$ cat config.mk
export PLATFORM = sky130hd
export DESIGN_NAME = lcd_frame_sequencer
export DESIGN_NICKNAME = d
export VERILOG_FILES = /design/src/rtl/lcd_frame_sequencer_pkg.sv /design/src/rtl/lcd_tx_slot.sv /design/src/rtl/lcd_frame_sequencer.sv
export SDC_FILE = /design/constraint.sdc
export NUM_CORES = 1
export LEC_CHECK = 0
export CAP_MARGIN = 0
export CORE_MARGIN = 1.5
export CORE_UTILIZATION = 58
export CTS_CLUSTER_DIAMETER = 40
export CTS_CLUSTER_SIZE = 16
export DETAILED_ROUTE_END_ITERATION = 6
export GPL_TIMING_DRIVEN = 1
export PLACE_DENSITY_LB_ADDON = 0.08
export RECOVER_POWER = 25
export SLEW_MARGIN = 20
export SYNTH_ARGS = -nofsm -noshare
export SYNTH_HDL_FRONTEND = slang
export SYNTH_SLANG_ARGS = --single-unit
export TNS_END_PERCENT = 100
$ cat constraint.sdc
create_clock -name SYSTEM_CLK -period 4 [get_ports SYSTEM_CLK]
set_input_delay 0.8 -clock SYSTEM_CLK [delete_from_list [all_inputs] [get_ports SYSTEM_CLK]]
set_output_delay 0.8 -clock SYSTEM_CLK [all_outputs]
set_load 0.005 [all_outputs]
$ cat src/rtl/lcd_frame_sequencer_pkg.sv
`default_nettype none
// ============================================================================
//  Module   : lcd_frame_sequencer_pkg
//  Purpose  : Shared ST7735 definitions. These are the command opcodes,
//             the sequencer state encodings, the RGB565 pixel width and a
//             helper that returns one byte of a CASET/RASET window
//             argument. The ST7735 driver and the pixel generators use the
//             same constants.
//  Revision : 1.0 - initial release
// ============================================================================
package lcd_frame_sequencer_pkg;

    // ST7735 command opcodes
    localparam logic [7:0] c_cmd_caset = 8'h2A;
    localparam logic [7:0] c_cmd_raset = 8'h2B;
    localparam logic [7:0] c_cmd_ramwr = 8'h2C;

    // One RGB565 pixel is sent as two bytes, high byte first
    localparam int c_rgb565_w = 16;

    // Sequencer state encoding
    localparam int         c_st_w      = 3;
    localparam logic [2:0] c_st_idle   = 3'd0;
    localparam logic [2:0] c_st_caset  = 3'd1;
    localparam logic [2:0] c_st_raset  = 3'd2;
    localparam logic [2:0] c_st_ramwr  = 3'd3;
    localparam logic [2:0] c_st_pix_hi = 3'd4;
    localparam logic [2:0] c_st_pix_lo = 3'd5;
    localparam logic [2:0] c_st_done   = 3'd6;

    // CASET/RASET byte index: 0 = opcode, 1..4 = 00 first 00 last
    localparam logic [2:0] c_arg_last  = 3'd4;

    // Window argument byte for index 1..4.
    // The address high bytes are always zero for this panel.
    function automatic logic [7:0] window_arg(
        input logic [2:0] idx,
        input logic [7:0] first,
        input logic [7:0] last
    );
        logic [7:0] b;
        case (idx)
            3'd2:    b = first;
            3'd4:    b = last;
            default: b = 8'h00;
        endcase
        return b;
    endfunction

endpackage
`default_nettype wire

$ cat src/rtl/lcd_tx_slot.sv
`default_nettype none
// ============================================================================
//  Module   : lcd_tx_slot
//  Purpose  : Single-entry registered byte slot in front of the SPI byte
//             transmitter. The slot can load whenever it is empty or its
//             byte is being consumed this cycle, so bytes can stream at one
//             per cycle. While the transmitter stalls, the contents stay
//             stable.
//  Ports    : clk, rst_n      - clock, asynchronous active-low reset
//             i_flush         - drop any held byte (frame abort)
//             i_load          - request to load i_data/i_dc
//             i_data, i_dc    - byte and data/command flag to load
//             i_tx_ready      - transmitter accepts the held byte
//             o_tx_data/dc    - held byte and flag
//             o_tx_valid      - slot holds a byte
//             o_loadable      - a load this cycle is accepted
//  Revision : 1.0 - initial release
// ============================================================================
module lcd_tx_slot (
    input  logic       clk,
    input  logic       rst_n,
    input  logic       i_flush,
    input  logic       i_load,
    input  logic [7:0] i_data,
    input  logic       i_dc,
    input  logic       i_tx_ready,
    output logic [7:0] o_tx_data,
    output logic       o_tx_dc,
    output logic       o_tx_valid,
    output logic       o_loadable
);

    logic [7:0] data_q, data_d;
    logic       dc_q, dc_d;
    logic       valid_q, valid_d;

    assign o_loadable = !valid_q || i_tx_ready;

    always_comb begin
        data_d  = data_q;
        dc_d    = dc_q;
        valid_d = valid_q;
        if (i_flush) begin
            valid_d = 1'b0;
        end else if (i_load && o_loadable) begin
            data_d  = i_data;
            dc_d    = i_dc;
            valid_d = 1'b1;
        end else if (i_tx_ready) begin
            valid_d = 1'b0;
        end
    end

    always_ff @(posedge clk or negedge rst_n) begin
        if (!rst_n) begin
            data_q  <= 8'h00;
            dc_q    <= 1'b0;
            valid_q <= 1'b0;
        end else begin
            data_q  <= data_d;
            dc_q    <= dc_d;
            valid_q <= valid_d;
        end
    end

    assign o_tx_data  = data_q;
    assign o_tx_dc    = dc_q;
    assign o_tx_valid = valid_q;

endmodule
`default_nettype wire

$ cat src/rtl/lcd_frame_sequencer.sv
`default_nettype none
// ============================================================================
//  Module   : lcd_frame_sequencer
//  Purpose  : Writes one full ST7735 frame. After FRAME_START it sends a
//             CASET/RASET window, then RAMWR, then WIDTH*HEIGHT RGB565
//             pixels taken from a valid/ready pixel source. The pixels go
//             out MSB byte first through a registered byte slot.
//  Ports    : SYSTEM_CLK, RST_N          - clock, async active-low reset
//             LCD_READY                  - panel init done (low aborts)
//             FRAME_START                - 1-cycle frame request
//             PX_DATA/PX_VALID/PX_READY  - upstream pixel handshake
//             TX_DATA/TX_DC/TX_VALID     - byte to SPI transmitter
//             TX_READY                   - transmitter consumes byte
//             BUSY                       - frame in progress
//             FRAME_DONE                 - 1-cycle pulse at frame end
//             FRAME_CNT                  - completed frame count (optional)
//  Config   : define LCD_FRAME_CNT_EN to add FRAME_CNT[15:0].
//  Revision : 1.0 - initial release
// ============================================================================
module lcd_frame_sequencer
    import lcd_frame_sequencer_pkg::*;
#(
    parameter int WIDTH    = 128,
    parameter int HEIGHT   = 160,
    parameter int X_OFFSET = 0,
    parameter int Y_OFFSET = 0
) (
    input  logic                  SYSTEM_CLK,
    input  logic                  RST_N,
    input  logic                  LCD_READY,
    input  logic                  FRAME_START,
    input  logic [c_rgb565_w-1:0] PX_DATA,
    input  logic                  PX_VALID,
    output logic                  PX_READY,
    output logic [7:0]            TX_DATA,
    output logic                  TX_DC,
    output logic                  TX_VALID,
    input  logic                  TX_READY,
    output logic                  BUSY,
`ifdef LCD_FRAME_CNT_EN
    output logic [15:0]           FRAME_CNT,
`endif
    output logic                  FRAME_DONE
);

    localparam int TOTAL = WIDTH * HEIGHT;
    localparam int CNT_W = (TOTAL > 1) ? $clog2(TOTAL) : 1;

    localparam logic [CNT_W-1:0] c_px_last = CNT_W'(TOTAL - 1);
    localparam logic [7:0]       c_xs      = 8'(X_OFFSET);
    localparam logic [7:0]       c_xe      = 8'(X_OFFSET + WIDTH - 1);
    localparam logic [7:0]       c_ys      = 8'(Y_OFFSET);
    localparam logic [7:0]       c_ye      = 8'(Y_OFFSET + HEIGHT - 1);

    logic [c_st_w-1:0] state_q, state_d;
    logic [2:0]        arg_idx_q, arg_idx_d;
    logic [CNT_W-1:0]  px_cnt_q, px_cnt_d;
    logic [7:0]        lo_byte_q, lo_byte_d;
    logic              frame_done_q, frame_done_d;

    logic       w_abort;
    logic       w_loadable;
    logic       w_load;
    logic [7:0] w_load_data;
    logic       w_load_dc;
    logic       w_px_ready;

    // Panel dropped out of ready mid-frame: the frame is abandoned
    assign w_abort = (state_q != c_st_idle) && !LCD_READY;

    // ------------------------------------------------------------------
    // State register
    // ------------------------------------------------------------------
    always_ff @(posedge SYSTEM_CLK or negedge RST_N) begin
        if (!RST_N) begin
            state_q      <= c_st_idle;
            arg_idx_q    <= 3'd0;
            px_cnt_q     <= '0;
            lo_byte_q    <= 8'h00;
            frame_done_q <= 1'b0;
        end else begin
            state_q      <= state_d;
            arg_idx_q    <= arg_idx_d;
            px_cnt_q     <= px_cnt_d;
            lo_byte_q    <= lo_byte_d;
            frame_done_q <= frame_done_d;
        end
    end

    // ------------------------------------------------------------------
    // Next-state logic
    // ------------------------------------------------------------------
    always_comb begin
        state_d   = state_q;
        arg_idx_d = arg_idx_q;
        px_cnt_d  = px_cnt_q;
        lo_byte_d = lo_byte_q;
        if (w_abort) begin
            state_d   = c_st_idle;
            arg_idx_d = 3'd0;
            px_cnt_d  = '0;
        end else begin
            case (state_q)
                c_st_idle: begin
                    if (FRAME_START && LCD_READY) begin
                        state_d   = c_st_caset;
                        arg_idx_d = 3'd0;
                        px_cnt_d  = '0;
                    end
                end
                c_st_caset, c_st_raset: begin
                    if (w_loadable) begin
                        if (arg_idx_q == c_arg_last) begin
                            arg_idx_d = 3'd0;
                            state_d   = (state_q == c_st_caset) ? c_st_raset : c_st_ramwr;
                        end else begin
                            arg_idx_d = arg_idx_q + 3'd1;
                        end
                    end
                end
                c_st_ramwr: begin
                    if (w_loadable) begin
                        state_d = c_st_pix_hi;
                    end
                end
                c_st_pix_hi: begin
                    // The low byte is held here so the source can move on
                    // as soon as the high byte is taken.
                    if (w_loadable && PX_VALID) begin
                        lo_byte_d = PX_DATA[7:0];
                        state_d   = c_st_pix_lo;
                    end
                end
                c_st_pix_lo: begin
                    if (w_loadable) begin
                        if (px_cnt_q == c_px_last) begin
                            px_cnt_d = '0;
                            state_d  = c_st_done;
                        end else begin
                            px_cnt_d = px_cnt_q + CNT_W'(1);
                            state_d  = c_st_pix_hi;
                        end
                    end
                end
                c_st_done: begin
                    // Finish once the last byte is consumed or being consumed
                    if (w_loadable) begin
                        state_d = c_st_idle;
                    end
                end
                default: begin
                    state_d = c_st_idle;
                end
            endcase
        end
    end

    // ------------------------------------------------------------------
    // Output logic
    // ------------------------------------------------------------------
    always_comb begin
        w_load       = 1'b0;
        w_load_data  = 8'h00;
        w_load_dc    = 1'b0;
        w_px_ready   = 1'b0;
        frame_done_d = 1'b0;
        if (!w_abort) begin
            case (state_q)
                c_st_caset: begin
                    w_load      = w_loadable;
                    w_load_data = (arg_idx_q == 3'd0) ? c_cmd_caset
                                                      : window_arg(arg_idx_q, c_xs, c_xe);
                    w_load_dc   = (arg_idx_q != 3'd0);
                end
                c_st_raset: begin
                    w_load      = w_loadable;
                    w_load_data = (arg_idx_q == 3'd0) ? c_cmd_raset
                                                      : window_arg(arg_idx_q, c_ys, c_ye);
                    w_load_dc   = (arg_idx_q != 3'd0);
                end
                c_st_ramwr: begin
                    w_load      = w_loadable;
                    w_load_data = c_cmd_ramwr;
                    w_load_dc   = 1'b0;
                end
                c_st_pix_hi: begin
                    w_px_ready  = w_loadable;
                    w_load      = w_loadable && PX_VALID;
                    w_load_data = PX_DATA[15:8];
                    w_load_dc   = 1'b1;
                end
                c_st_pix_lo: begin
                    w_load      = w_loadable;
                    w_load_data = lo_byte_q;
                    w_load_dc   = 1'b1;
                end
                c_st_done: begin
                    frame_done_d = w_loadable;
                end
                default: begin
                    w_load = 1'b0;
                end
            endcase
        end
    end

    lcd_tx_slot u_tx_slot (
        .clk        (SYSTEM_CLK),
        .rst_n      (RST_N),
        .i_flush    (w_abort),
        .i_load     (w_load),
        .i_data     (w_load_data),
        .i_dc       (w_load_dc),
        .i_tx_ready (TX_READY),
        .o_tx_data  (TX_DATA),
        .o_tx_dc    (TX_DC),
        .o_tx_valid (TX_VALID),
        .o_loadable (w_loadable)
    );

    assign PX_READY   = w_px_ready;
    assign BUSY       = (state_q != c_st_idle);
    assign FRAME_DONE = frame_done_q;

`ifdef LCD_FRAME_CNT_EN
    logic [15:0] frame_cnt_q, frame_cnt_d;

    // Counts only completed frames; wraps naturally at 16 bits
    always_comb begin
        frame_cnt_d = frame_done_d ? (frame_cnt_q + 16'd1) : frame_cnt_q;
    end

    always_ff @(posedge SYSTEM_CLK or negedge RST_N) begin
        if (!RST_N) begin
            frame_cnt_q <= 16'h0000;
        end else begin
            frame_cnt_q <= frame_cnt_d;
        end
    end

    assign FRAME_CNT = frame_cnt_q;
`endif

endmodule
`default_nettype wire

==> impl_metrics.toml <==
[run_status]
status = "finished with violations"
violations = "max-capacitance violations, max-slew violations"

[setup_path]
slowest_delay_ns = 0.56
critPathLaunchType = "input pin"
cp-end-kind = "output pin"
crit_type = "input pin to output pin"
rr_endpoint = "px_cnt_q[10]"
critPathArrivalTime_ns = 2.34
crit_path_cell_trace = "clkdlybuf4s50_1 -> nor2b_1 -> buf_4 -> nor4_2 -> clkdlybuf4s50_1"
r2r_cells = 5
r2r_slack_ns = 1.68
timing.critical_path.mode_cell = "clkdlybuf4s50_1"
critical_path_required_ns = 3.20
cp_slowest_cell = "clkdlybuf4s50_1"
reg2reg_from = "state_q[0]"
crit_family = "buffers and inverters"
path_buf_inv = 3
path_max_fanout = 10

[cts]
clk_latency_ns = 0.29
cts-root-buf = "clkbuf_8"
clk_pin_slew_ns = 0.07
clk_path_buf_depth = 2
numCtsBuffers = 5
h-tree-depth = 2
clock_sink_count = 40
cts_resized = 0
hold_buffers = 0
cts_tree = "yes"
post_cts.repair.setup_buffers = 0

[power_and_ir_drop]
p_clk_frac = 0.180
netSwitchingPower_w = 0.000525
p_per_area_mw_per_mm2 = 507
p_leak_nw = 1.15
power_frac_comb = 0.392
finalPower_w = 0.00141
p_int_w = 0.000889
power_frac_seq = 0.428
switching_share = 0.371
ir_drop_mv = 0.320

[routing]
drt_iter0_markers = 166
post-route-drc-count = 0
wl_per_cell_um = 15.7
vias = 1941
drt-pass1-iter-count = 4
drtAntennaViolNets = 0
vias_per_cell = 5.90
wl_um = 5170

[logic_synthesis]
seq_area_frac_synth = 0.418
synth_edf_count = 0
synth_cells = 250
yosysMostFrequentCell = "dfrtp_1"
yosys_warnings = 0
synthFlopType = "dfrtp_1"
ys_top_cells_by_area = "dfrtp_1 (42%), mux2_2 (5.2%), nand2_1 (4.1%)"
synth_commonest_cells = "dfrtp_1 (40), nand2_1 (26), nor2_1 (21)"
synth-seq-cells = 40
synth_top_cell_by_area = "dfrtp_1"
synth_fp_nets = 275
synth_top_area_frac = 0.418
ys_types = 60
syn-cell-area_sq_mm = 0.00239
avgSynthCellArea_sq_um = 9.57
synth-async-reset-ratio = 1.00

[sta]
holdWs_ns = 0.483
hold_viol = 0
worst_clock_skew_ns = 0.00394
period_minus_slack_ns = 3.14
clock.fmax_mhz = 319
worst_slew_pin_slew_ns = 2.13
slew_violations = 41
relSlewSlack = -0.421
fin_tns_setup_ns = 0
rsz0062_at_grt = "false"
setup_viol = 0
post-route-period-util = 0.784

[global_routing]
grt_overflow = 0
grt_pass1_wl_um = 8610
grt_pass1_vias = 1815
use_met2 = 0.381
grt_usage = 0.252
use_met3 = 0.0500
grt_max_degree = 41
antenna_found_initial = 0
grt_use_met1 = 0.365
top_usage_layer = "met2"

[run]
cap_viol_max_count = 1

[placed_design]
placed_area_sq_mm = 0.00271
place_congestion = 0.804
detailed_place_hpwl_um = 3760
place.port_buffers = 34

[finish]
nets = 304
stdcell_area_sq_mm = 0.00279
drive_above_1_share = 0.118
area_delta_synth_final_pct = 16.6
regArea_sq_mm = 0.00100
diodes = 0
fillCellCount = 316
multi_input_area_sq_mm = 0.00128

[min_path]
hp-class = "register to register"
hp-start = "px_cnt_q[14]"
holdPathEnd = "px_cnt_q[14]"
hold_depth = 1

[die]
core_region_area_sq_mm = 0.00397
die-area_sq_mm = 0.00452
die_w_um = 67.2
start_util = 0.602
die_y_um = 67.2
pin_count = 35
fp-row-count = 23
cells in the final DEF (no fill, tap or decap), types with 4 or more instances in the layout:
cell type and n:
a21oi_1 15, clkbuf_8 5, clkdlybuf4s50_1 33, dfrtp_1 40, inv_1 6, mux2_2 11, mux2i_1 5, nand2_1 26
nand2b_1 8, nand3_1 5, nor2_1 21, nor3_1 6, o21ai_0 16, o21ai_1 6, o22a_1 4, o31ai_1 4
xor2_1 6
layer usage:
metal | up-vias | share of wire | routed length, um
met4 | 0 | 0.012 | 64
met1 | 934 | 0.48 | 2490
met5 | - | 0 | 0
li1 | 959 | - | -
met2 | 41 | 0.46 | 2380
met3 | 7 | 0.047 | 242
final cells by class:
| class | count | share of cell area |
|---|---|---|
| Inverter | 6 | 0.00807 |
| Timing Repair Buffer | 36 | 0.125 |
| Multi-Input combinational cell | 190 | 0.458 |
| Clock inverter | 1 | 0.00179 |
| Sequential cell | 40 | 0.359 |
| Clock buffer | 6 | 0.0260 |
| Tap cell | 50 | 0.0224 |
flip-flops by register name, indices dropped and copies added (netlist names):
register,count
px_cnt_q,15
u_tx_slot.o_tx_valid,1
lo_byte_q,8
u_tx_slot.o_tx_dc,1
arg_idx_q,3
state_q,3
u_tx_slot.o_tx_data,8
FRAME_DONE,1
power by group through the flow:
stage	sequential [W]	combinational [W]	clock, W
after global routing	0.000622	0.000608	0.000275
final	0.000605	0.000554	0.000255
after detailed placement	0.000612	0.000550	0
after CTS	0.000603	0.000553	0.000263
after global placement	0.000605	0.000541	0
after floorplan	0.000543	0.000451	0
through the flow:
step	util	setup WS, ns	cells
floorplan	-	1.95	250
global placement	0.683	0.847	322
detailed placement	0.683	0.862	322
CTS	0.703	0.858	329
global route	0.703	0.798	329
finish	0.703	0.865	329
worst max path at each step:
stage	slack [ns]	start	to	depth (start not counted)
after global placement	0.85	TX_READY	PX_READY	5
after CTS	0.86	TX_READY	PX_READY	5
final	0.86	TX_READY	PX_READY	5
after detailed placement	0.86	LCD_READY	PX_READY	5
after global routing	0.80	LCD_READY	PX_READY	5
after floorplan	1.95	TX_READY	PX_READY	3
kinds of logic (layout without fill, tap and decap cells):
logic type	after synthesis	in the layout	synth area share
multiplexers	16	16	0.0727
buffers and inverters	20	49	0.0476
XOR/XNOR	6	6	0.0220
AND/OR/NAND/NOR	92	92	0.217
adder cells (fa/ha/maj)	5	5	0.0241
flip-flops	40	40	0.418
AO/OA/AOI/OAI	71	71	0.198
Power figures use the tool's default switching activity.
